--- config.mk ---
export PLATFORM = sky130hd
export DESIGN_NAME = ps2_host_tx
export DESIGN_NICKNAME = d
export VERILOG_FILES = /design/src/rtl/ps2_host_tx.sv
export SDC_FILE = /design/constraint.sdc
export NUM_CORES = 1
export LEC_CHECK = 0
export CORE_MARGIN = 2
export CORE_UTILIZATION = 25
export CTS_BUF_LIST = sky130_fd_sc_hd__clkbuf_2
export DETAILED_ROUTE_END_ITERATION = 8
export DONT_BUFFER_PORTS = 1
export PLACE_DENSITY = 0.49
export SYNTH_ARGS = -nofsm -noshare
export SYNTH_HDL_FRONTEND = slang
export SYNTH_SLANG_ARGS = --single-unit
export TNS_END_PERCENT = 100
--- constraint.sdc ---
create_clock -name clock -period 3.97 [get_ports clock]
set_input_delay 0.5955 -clock clock [delete_from_list [all_inputs] [get_ports clock]]
set_output_delay 0.5955 -clock clock [all_outputs]
set_load 0.02 [all_outputs]
--- src/rtl/ps2_host_tx.sv ---
// ps2_host_tx -- PS/2 host-to-device command transmitter.
//
// Sends one command byte (e.g. 0xFF reset, 0xED set LEDs, 0xF4 enable) to the
// keyboard. The bus is driven open-drain: an *_oe output of 1 pulls the line
// low, 0 releases it; the top level builds the actual tristates.
//
// Sequence: inhibit (clock held low), request-to-send (data low, clock
// released), then the device clocks out 8 data bits LSB first, odd parity and
// a released stop bit, and finally ACKs by pulling data low on falling edge 11.
//
// Optional build macro: PS2_HOST_TX_TIMEOUT_EN
//   defined   -> START_TIMEOUT / XFER_TIMEOUT counters are built; expiry fails
//                the transfer.
//   undefined -> no timeout counters; the protocol states wait indefinitely and
//                only a missing ACK can fail a transfer.
//
// Ports:
//   clock       system clock (50 MHz)
//   reset       synchronous, active-low reset
//   send        start request, sampled only while idle
//   cmd_data    command byte, latched on an accepted send
//   ps2_clk_in  raw PS2_CLK pin level
//   ps2_dat_in  raw PS2_DAT pin level
//   ps2_clk_oe  1 = pull PS2_CLK low, 0 = release
//   ps2_dat_oe  1 = pull PS2_DAT low, 0 = release
//   busy        high from accepted send until done
//   done        one-cycle pulse at the end of every transfer, pass or fail
//   error       level, set with done on a failed transfer, cleared on next send
module ps2_host_tx #(
    parameter int INHIBIT_CYCLES = 5000,
    parameter int START_TIMEOUT  = 750000,
    parameter int XFER_TIMEOUT   = 100000
) (
    input  logic       clock,
    input  logic       reset,
    input  logic       send,
    input  logic [7:0] cmd_data,
    input  logic       ps2_clk_in,
    input  logic       ps2_dat_in,
    output logic       ps2_clk_oe,
    output logic       ps2_dat_oe,
    output logic       busy,
    output logic       done,
    output logic       error
);

    localparam int               INH_W    = $clog2(INHIBIT_CYCLES + 1);
    localparam logic [INH_W-1:0] INH_LAST = INH_W'(INHIBIT_CYCLES - 1);
    localparam logic [INH_W-1:0] INH_ONE  = INH_W'(1);

    typedef enum logic [2:0] {
        ST_IDLE      = 3'd0,
        ST_INHIBIT   = 3'd1,
        ST_REQ       = 3'd2,
        ST_DATA      = 3'd3,
        ST_ACK       = 3'd4,
        ST_WAIT_IDLE = 3'd5,
        ST_FAIL      = 3'd6
    } state_t;

    // Odd parity: the parity bit makes the total number of ones odd.
    function automatic logic odd_parity(input logic [7:0] data);
        return ~(^data);
    endfunction

    state_t           state_r;
    logic [1:0]       clk_sync_r;
    logic [1:0]       dat_sync_r;
    logic             clk_prev_r;
    logic [8:0]       shift_r;      // {parity, data}, shifted right as bits go out
    logic [3:0]       bit_cnt_r;
    logic [INH_W-1:0] inh_cnt_r;
    logic             clk_s;
    logic             dat_s;
    logic             fall_s;
    logic             start_exp_s;
    logic             xfer_exp_s;

    assign clk_s  = clk_sync_r[1];
    assign dat_s  = dat_sync_r[1];
    assign fall_s = clk_prev_r & ~clk_sync_r[1];

    // Two-flop synchronizers on both pins plus the previous clock sample for edge detection.
    always_ff @(posedge clock) begin
        if (!reset) begin
            clk_sync_r <= 2'b11;
            dat_sync_r <= 2'b11;
            clk_prev_r <= 1'b1;
        end else begin
            clk_sync_r <= {clk_sync_r[0], ps2_clk_in};
            dat_sync_r <= {dat_sync_r[0], ps2_dat_in};
            clk_prev_r <= clk_sync_r[1];
        end
    end

`ifdef PS2_HOST_TX_TIMEOUT_EN
    localparam int               TMO_MAX    = (START_TIMEOUT > XFER_TIMEOUT) ? START_TIMEOUT : XFER_TIMEOUT;
    localparam int               TMO_W      = $clog2(TMO_MAX + 1);
    localparam logic [TMO_W-1:0] START_LAST = TMO_W'(START_TIMEOUT - 1);
    localparam logic [TMO_W-1:0] XFER_LAST  = TMO_W'(XFER_TIMEOUT - 1);
    localparam logic [TMO_W-1:0] TMO_ONE    = TMO_W'(1);

    logic [TMO_W-1:0] tmo_cnt_r;

    // Shared timeout counter: runs from clock release in REQ, restarts on the
    // first falling edge and then covers the whole DATA/ACK/WAIT_IDLE span.
    always_ff @(posedge clock) begin
        if (!reset) begin
            tmo_cnt_r <= '0;
        end else if (state_r == ST_REQ) begin
            tmo_cnt_r <= fall_s ? '0 : (tmo_cnt_r + TMO_ONE);
        end else if ((state_r == ST_DATA) || (state_r == ST_ACK) || (state_r == ST_WAIT_IDLE)) begin
            tmo_cnt_r <= tmo_cnt_r + TMO_ONE;
        end else begin
            tmo_cnt_r <= '0;
        end
    end

    assign start_exp_s = (tmo_cnt_r == START_LAST);
    assign xfer_exp_s  = (tmo_cnt_r == XFER_LAST);
`else
    // No timeout hardware: these terms are constant 0 for any positive timeout.
    assign start_exp_s = (START_TIMEOUT < 32'sd0);
    assign xfer_exp_s  = (XFER_TIMEOUT < 32'sd0);
`endif

    // Transfer FSM; all bus enables and status outputs are registered here.
    always_ff @(posedge clock) begin
        if (!reset) begin
            state_r    <= ST_IDLE;
            ps2_clk_oe <= 1'b0;
            ps2_dat_oe <= 1'b0;
            busy       <= 1'b0;
            done       <= 1'b0;
            error      <= 1'b0;
            shift_r    <= 9'd0;
            bit_cnt_r  <= 4'd0;
            inh_cnt_r  <= '0;
        end else begin
            done <= 1'b0;
            case (state_r)
                ST_IDLE: begin
                    ps2_clk_oe <= 1'b0;
                    ps2_dat_oe <= 1'b0;
                    // A send coinciding with the done pulse is deliberately ignored.
                    if (send && !done) begin
                        shift_r    <= {odd_parity(cmd_data), cmd_data};
                        error      <= 1'b0;
                        busy       <= 1'b1;
                        inh_cnt_r  <= '0;
                        ps2_clk_oe <= 1'b1;
                        state_r    <= ST_INHIBIT;
                    end
                end
                ST_INHIBIT: begin
                    if (inh_cnt_r == INH_LAST) begin
                        ps2_clk_oe <= 1'b0;
                        ps2_dat_oe <= 1'b1;     // start bit
                        state_r    <= ST_REQ;
                    end else begin
                        inh_cnt_r <= inh_cnt_r + INH_ONE;
                    end
                end
                ST_REQ: begin
                    if (start_exp_s) begin
                        ps2_dat_oe <= 1'b0;
                        state_r    <= ST_FAIL;
                    end else if (fall_s) begin
                        // First falling edge presents bit 0; ones shifted in act as the stop bit.
                        ps2_dat_oe <= ~shift_r[0];
                        shift_r    <= {1'b1, shift_r[8:1]};
                        bit_cnt_r  <= 4'd0;
                        state_r    <= ST_DATA;
                    end
                end
                ST_DATA: begin
                    if (xfer_exp_s) begin
                        ps2_dat_oe <= 1'b0;
                        state_r    <= ST_FAIL;
                    end else if (fall_s) begin
                        // bit_cnt_r == 8 marks falling edge 10: release data as the stop bit.
                        if (bit_cnt_r == 4'd8) begin
                            ps2_dat_oe <= 1'b0;
                            state_r    <= ST_ACK;
                        end else begin
                            ps2_dat_oe <= ~shift_r[0];
                            shift_r    <= {1'b1, shift_r[8:1]};
                        end
                        bit_cnt_r <= bit_cnt_r + 4'd1;
                    end
                end
                ST_ACK: begin
                    if (xfer_exp_s) begin
                        state_r <= ST_FAIL;
                    end else if (fall_s) begin
                        state_r <= dat_s ? ST_FAIL : ST_WAIT_IDLE;
                    end
                end
                ST_WAIT_IDLE: begin
                    if (xfer_exp_s) begin
                        state_r <= ST_FAIL;
                    end else if (clk_s && dat_s) begin
                        done    <= 1'b1;
                        busy    <= 1'b0;
                        state_r <= ST_IDLE;
                    end
                end
                ST_FAIL: begin
                    ps2_clk_oe <= 1'b0;
                    ps2_dat_oe <= 1'b0;
                    done       <= 1'b1;
                    error      <= 1'b1;
                    busy       <= 1'b0;
                    state_r    <= ST_IDLE;
                end
                default: begin
                    ps2_clk_oe <= 1'b0;
                    ps2_dat_oe <= 1'b0;
                    busy       <= 1'b0;
                    state_r    <= ST_IDLE;
                end
            endcase
        end
    end

endmodule

# Yosys cells after proc, flatten, opt, wreduce, memory -nomap -nowiden
# Cells that the tools add are included.
[totals]
output_inout_bits = 5
in_bits = 13
regBits = 39
word_cells = 93
[classes]
n_reduce_logical = 20
eq_ne = 17
muxes = 35
n_addsub = 2
bitwise = 7
[op_table]
columns = ["cell", "count"]
rows = [
  ["9-bit two-way mux", 4],
  ["9-bit case mux with 3 select lines", 1],
  ["13-bit two-way mux", 2],
  ["13-bit case mux with 2 select lines", 1],
  ["3-bit two-way mux", 7],
  ["2-bit inequality test (second input constant)", 9],
  ["3-bit case mux with 6 select lines", 1],
  ["13-bit by 1-bit adder with 13-bit output (second input constant)", 1],
  ["13-bit == test (second input constant)", 1],
  ["1-bit two-way mux", 10],
  ["3-bit == test (second input constant)", 3],
  ["3-bit AND reduction", 3],
  ["4-bit two-way mux", 2],
  ["4-bit case mux with 2 select lines", 1],
  ["4-bit OR reduction", 2],
  ["8-bit XOR reduction", 1],
  ["7-bit AND reduction", 1],
  ["3-bit by 2-bit == test with 1-bit output (second input constant)", 2],
  ["1-bit NOT", 6],
  ["1-bit case mux with 3 select lines", 2],
  ["2-bit nonzero test", 3],
  ["5-bit AND reduction", 1],
  ["4-bit by 1-bit adder with 4-bit output (second input constant)", 1],
  ["4-bit == test (second input constant)", 1],
  ["other kinds (12)", 15],
]

# Longest topological paths before layout
# Gate-level depths: netlist (run 1).
[logic_depth]
word_depth = 4
depth_mapped = 8

# Worst setup path before layout (run 1)
# No wires, ideal clock.
[synth_path]
path_type = "input to register"
startpoint = "input port reset"
endpoint = "register inh_cnt_r[11]"
n_path_buf = 1
slack_ns = 2.323
stages = 5
setup_time_ns = 0.070
t_required_ns = 3.900
arrival_ns = 1.578
cell_sequence = "buf_2 > clkinv_1 > nor3_4 > nor2_1 > a21oi_1"
[synth_lines]
columns = ["element", "line_no", "source"]
rows = [
  ["start: declaration", "35", "input logic reset,"],
  ["end signal: assignment", "161", "inh_cnt_r <= inh_cnt_r + INH_ONE;"],
  ["end: declaration", "72", "logic [INH_W-1:0] inh_cnt_r;"],
]

# Worst setup path in the final report (run 1)
[layout_path]
startpoint = "register state_r[1]"
endpoint = "register bit_cnt_r[3]"
[layout_between]
elab_chain_cells = 3
elab_cells_between_ends = 7
cone_classes = "eq/ne: 4; mux: 1; reduce/logical: 2"
[layout_lines]
columns = ["element", "line_no", "source"]
rows = [
  ["start: declaration", "66", "state_t state_r;"],
  ["start signal: assignment", "196", "state_r <= dat_s ? ST_FAIL : ST_WAIT_IDLE;"],
  ["3-bit by 2-bit == test with 1-bit output", "141", "case (state_r)"],
  ["2-bit inequality test (no line) or 2-bit nonzero test (tied branches)", "--", ""],
  ["3-bit AND reduction (no line)", "--", ""],
  ["end signal: assignment", "189", "bit_cnt_r <= bit_cnt_r + 4'd1;"],
  ["end: declaration", "71", "logic [3:0] bit_cnt_r;"],
]
# Parallel ways exist; a longest one is shown, timed or not.
# A chain may end at the register's enable or synchronous reset.

==> impl_metrics.toml, run 1 <==
[power]
pwr_density_cell_nw_per_um2 = 581
power.share.switching_pct = 41.7
vdd_ir_drop_max_uv = 186
seq_power_share_pct = 45.1
p_leak_nw = 0.706
p_clk_share_pct = 19.4
combPwrFrac_pct = 35.5
p_int_mw = 0.733
p_sw_mw = 0.525

[synthesis]
synth-seq-area-share_pct = 38.2
synth_flop_cell = "dfxtp_1"
synthTopCellsByArea = "dfxtp_1, nand2_1, nor2_1"
synth_seq_cells = 39
synth_edf_count = 0
synthCells = 249
synth_top_area_share_pct = 38.2
yosys.area.top_type = "dfxtp_1"
syn_nets = 265
async_flop_share_pct = 0
synth_cell_types = 48
synth.avg_cell_area_um2 = 8.22
syn_area_um2 = 2050
ys.warnings.count = 0

[sta]
relSlewSlack_pct = 49.3
hold_viol = 0
maxSlewViolCount = 0
worstMarginPinSlew_ns = 0.759
finalCritPeriodShare_pct = 53.2
setup_violations = 0
final.setup.tns_ns = 0
max_clock_freq_mhz = 473
post-route-min-period_ns = 2.11
fin_skew_ns = 0.0286
holdWs_ns = 0.266
rsz0062_at_grt = "false"

[clock_network]
cts_hold_buf = 0
clkSinkCount = 39
htreeDepth = 2
clock_latency_ns = 0.40
cts_root_buf = "clkbuf_2"
clk_pin_slew_ns = 0.23
postCtsSetupRepairBufs = 0
cts_buffers = 5
cts_max_path_buffers = 2
ctsResizeCount = 0
cts_tree = "built"

[grt]
grt_pass1_wl_mm = 7.87
grt_pass1_vias = 1631
grt_max_degree = 20
antenna_found_initial = 0
overflow = 0
grt_usage_pct = 11.2

[layout]
postLayoutCoreUtil_pct = 27.6
final_net_count = 260
stdcell_area_um2 = 2170
nFillCells = 882
drive_gt1_share_pct = 7.76
n_antenna_cell = 0
syn_to_final_growth_pct = 5.87

[floorplan]
fp.dieH_um = 94.5
core_um2 = 7850
initial_core_util_pct = 26.1
rows = 32
die_area_um2 = 8920
io-pin-count = 18
die_x_um = 94.5

[setup_path]
critPathKind = "flop to flop"
required_ns = 4.29
critPathMaxFanout = 17
cp-end-kind = "flop"
worstPathArrival_ns = 2.43
cp-start-kind = "flop"

[drt]
postRouteAntennaNets = 0
num_vias = 1733
wl_per_cell_um = 13.3
drc = 0
postRouteWirelength_mm = 4.61
first_pass_iters = 4
via_per_inst = 4.99
initialDrtViolationCount = 138

[hold_path]
worstHoldPathType = "input pin to flop"

[placement]
placement.cell_area_um2 = 2100
hpwl_mm = 3.31
place_congestion = 0.804
io_buffer_count = 0

[run]
maxCapViolCount = 0

[run_status]
status = "finished clean"
[layout make-up]
class | count | area [um2] | share of cell area, %
multi-input combinational | 191 | 1170 | 53.9
sequential | 39 | 781 | 36.0
tap | 102 | 128 | 5.89
clock inverter | 3 | 38.8 | 1.79
inverter | 7 | 26.3 | 1.21
clock buffer | 5 | 25.0 | 1.16
[flip-flops by register name (all words and copies together), names as in the netlist]
| signal | count |
|---|---|
| inh_cnt_r | 13 |
| bit_cnt_r | 4 |
| busy | 1 |
| ps2_dat_oe | 1 |
| clk_sync_r | 2 |
| shift_r | 9 |
| dat_sync_r | 2 |
| done | 1 |
| error | 1 |
| ps2_clk_oe | 1 |
| clk_prev_r | 1 |
| state_r | 3 |
[layer usage]
layer	global-route usage, %	up-vias	wire length, um
met3	2.15	8	224
met1	15.0	792	2300
li1	-	886	-
met2	17.3	47	1980
met5	0	-	0
met4	5.31	0	108
[synthesized netlist by cell type, types with 2 or more instances]
library cell,instances
and2_1,2
o21ai_0,8
buf_2,2
nor2_4,2
o21ai_1,10
nand3_1,11
dfxtp_1,39
xnor2_1,6
clkbuf_1,6
nor3b_1,2
buf_6,3
inv_1,6
a21oi_1,16
nand4_1,2
nand2_1,38
nand2b_1,9
o31ai_1,6
or3_1,2
a31oi_1,8
nor3_1,7
nor2b_1,3
ha_1,3
and3_1,3
nor2_1,22
nand3b_1,2
a311oi_1,7
o211ai_1,2
nand4b_1,2
[placed cells by master (no fill, tap or decap), types with 2 or more instances in the layout]
| cell | Yosys | layout |
|---|---|---|
| nor2_1 | 22 | 22 |
| nand2b_1 | 9 | 9 |
| or3_1 | 2 | 2 |
| nand3b_1 | 2 | 2 |
| a31oi_1 | 8 | 8 |
| o21ai_0 | 8 | 8 |
| nor3b_1 | 2 | 2 |
| a21oi_1 | 16 | 16 |
| dfxtp_1 | 39 | 39 |
| nand3_1 | 11 | 11 |
| ha_1 | 3 | 3 |
| nand4b_1 | 2 | 2 |
| clkbuf_2 | 1 | 5 |
| a311oi_1 | 7 | 7 |
| o21ai_1 | 10 | 10 |
| nor3_1 | 7 | 7 |
| inv_1 | 6 | 6 |
| and2_1 | 2 | 2 |
| o31ai_1 | 6 | 6 |
| and3_1 | 3 | 3 |
| nand2_1 | 38 | 38 |
| clkinv_1 | 1 | 2 |
| nand4_1 | 2 | 2 |
| nor2b_1 | 3 | 3 |
| xnor2_1 | 6 | 6 |
| o211ai_1 | 2 | 2 |
| nor2_4 | 2 | 2 |
[path summary, 6_finish.rpt]
kind / slack [ns] / start / depth (start not counted) / end
max: 1.86 / state_r[1]$_SDFFE_PN0P_ / 5 / bit_cnt_r[3]$_SDFFE_PN0P_
min: 0.27 / reset / 1 / dat_sync_r[1]$_SDFF_PN1_
max reg2reg: 1.86 / state_r[1]$_SDFFE_PN0P_ / 5 / bit_cnt_r[3]$_SDFFE_PN0P_
min reg2reg: 0.44 / clk_sync_r[0]$_SDFF_PN1_ / 1 / clk_sync_r[1]$_SDFF_PN1_
[worst max-delay path, stage by stage (launching register included)]
cell      delay (ns)
dfxtp_1         0.72
nand2b_1        0.39
nor2_1          0.32
nand2_1         0.11
or3_1           0.34
a21oi_1         0.14
[metrics by stage]
step                      total power, mW  setup slack [ns]  cells
after global routing                 1.36              1.61    347
final                                1.26              1.86    347
after CTS                            1.28              1.85    347
after global placement               1.03              1.87    339
after detailed placement             1.03              1.90    339
after floorplan                     0.962              2.32    249
[cell families (layout without fill, tap and decap cells)]
kind of cell             after synthesis  in the layout  synth area share (%)
flip-flops                            39             39                  38.2
XOR/XNOR                               7              7                  3.00
AO/OA/AOI/OAI                         64             64                  20.7
AND/OR/NAND/NOR                      116            116                  31.0
adder cells (fa/ha/maj)                3              3                  1.84
multiplexers                           1              1                 0.550
buffers and inverters                 19             15                  4.77
[power by group through the flow]
stage,Sequential [mW],Combinational [mW],Clock [mW]
floorplan,0.515,0.447,0
global placement,0.578,0.455,0
detailed placement,0.577,0.451,0
CTS,0.569,0.453,0.255
global route,0.584,0.512,0.269
finish,0.568,0.447,0.244
No activity file was read; power rests on OpenSTA's default activity.
==> run 2, diff against run 1 <==
Clock period 3.97 ns to 2.2 ns, I/O delays scaled along.
==> run 2 against run 1 <==
  * Routed wire length is 6.9% higher
  * Register-to-register slack got worse by 1.6 ns
  * Critical path depth did not move
  * Global-route usage rose by 0.22 points
  * Non-clock buffer count grew 12
  * Hold slack worse by 0.18 ns
  * Highest routed layer unchanged
==> impl_metrics.toml, run 2 (synthesized netlist as in run 1, its figures left out) <==
[run_status]
status = "finished clean"

[sta]
hold_viol = 0
fin_skew_ns = 0.0217
rsz0062_at_grt = "false"
setup_violations = 0
relSlewSlack_pct = 60.4
finalCritPeriodShare_pct = 86.7
worstMarginPinSlew_ns = 0.594
final.setup.tns_ns = 0
post-route-min-period_ns = 1.91
holdWs_ns = 0.0841
max_clock_freq_mhz = 524
maxSlewViolCount = 0

[grt]
overflow = 0
grt_max_degree = 18
grt_pass1_vias = 1569
grt_usage_pct = 11.4
antenna_found_initial = 0
grt_pass1_wl_mm = 8.03

[floorplan]
die_x_um = 94.5
fp.dieH_um = 94.5
core_um2 = 7850
rows = 32
die_area_um2 = 8920
initial_core_util_pct = 26.1
io-pin-count = 18

[drt]
first_pass_iters = 4
initialDrtViolationCount = 170
num_vias = 1761
via_per_inst = 4.91
wl_per_cell_um = 13.7
postRouteAntennaNets = 0
drc = 0
postRouteWirelength_mm = 4.93

[clock_network]
htreeDepth = 2
clock_latency_ns = 0.39
clkSinkCount = 39
cts_tree = "built"
postCtsSetupRepairBufs = 0
cts_max_path_buffers = 2
ctsResizeCount = 0
cts_root_buf = "clkbuf_2"
cts_buffers = 5
clk_pin_slew_ns = 0.19

[setup_path]
critPathKind = "flop to flop"
max_stage_delay_ns = 0.54
cp-start-kind = "flop"
path_cells = "nor4b_1, a31oi_1, nor2_4, nor2_1, a311oi_1"
critPathMaxFanout = 17
required_ns = 2.50
cp-end-kind = "flop"
worstPathArrival_ns = 2.21
crit_slowest_cell = "dfxtp_1"

[layout]
final_common_cell = "dfxtp_1"
largest_reg_flops = 13
syn_to_final_growth_pct = 10.9
top_register = "inh_cnt_r"
nFillCells = 878
stdcell_area_um2 = 2270
n_antenna_cell = 0
drive_gt1_share_pct = 10.1
top_regs = "inh_cnt_r: 13 flops, shift_r: 9 flops, bit_cnt_r: 4 flops"
final_cell_mix = "dfxtp_1, nand2_1, nor2_1"
final_net_count = 272
fin_cells = 359

[placement]
hpwl_mm = 3.42
placement.cell_area_um2 = 2150
place_congestion = 0.809
io_buffer_count = 0
place_inst = 346

[run]
maxCapViolCount = 0

[power]
pwr_density_cell_nw_per_um2 = 1040
p_total_mw = 2.37
p_leak_nw = 0.762
vdd_ir_drop_max_uv = 383

[hold_path]
worstHoldPathType = "input pin to flop"
run 2: changes by cell type in the layout (fill, tap and decap cells not counted), sizes merged:
cell	before	now
dlygate4sd3	0	5
buf	0	7
run 2: final timing paths:
path,start,to,slack [ns],depth (start not counted)
setup / recovery,state_r[1]$_SDFFE_PN0P_,shift_r[1]$_SDFFE_PN0P_,0.29,5
hold / removal,cmd_data[3],shift_r[3]$_SDFFE_PN0P_,0.08,2
setup reg to reg,state_r[1]$_SDFFE_PN0P_,shift_r[1]$_SDFFE_PN0P_,0.29,5
hold reg to reg,clk_sync_r[0]$_SDFF_PN1_,clk_sync_r[1]$_SDFF_PN1_,0.42,1
run 2: final cells by class:
type / count / area (um2) / area share, %
clock inverters: 3 / 38.8 / 1.71
inverters: 7 / 26.3 / 1.16
multi-input cells: 191 / 1170 / 51.5
flip-flops and latches: 39 / 781 / 34.4
well taps: 102 / 128 / 5.63
clock buffers: 5 / 25.0 / 1.10
repair buffers: 12 / 103 / 4.52
run 2: what timing repair did:
item | in CTS | in global routing
hold buffers | 1 | 4
setup endpoints to repair | 0 | 0
hold endpoints to repair | 5 | 6
run 2: metal layers:
metal	up-vias	part of all wire [%]	global-route usage [%]	routed length [um]
met1	801	49	15.7	2400
met4	0	1.7	5.19	86
li1	917	-	-	-
met5	-	0	0	0
met3	4	4.1	2.23	200
met2	39	45	17.3	2240
run 2: report_power, final:
group / internal, mW / total, mW / leakage (nW) / switching [mW]
Sequential: 0.831 / 1.01 / 0.318 / 0.177
Clock: 0.187 / 0.430 / 0.0404 / 0.243
Combinational: 0.369 / 0.931 / 0.404 / 0.562
Total: 1.39 / 2.37 / 0.762 / 0.982
run 2: critical path, delay by kind of cell (launching register included):
kind               cells  cell delay (ns)
AOI/OAI and AO/OA      2             0.39
and+or+nand+nor        3             0.91
DFF                    1             0.54
run 2: per-stage QoR:
step,util [%],setup slack (ns)
2_1_floorplan,-,0.674
3_3_place_gp,27.5,0.332
3_5_place_dp,27.5,0.305
4_1_cts,28.4,0.277
5_1_grt,28.9,0.103
6_report,28.9,0.292
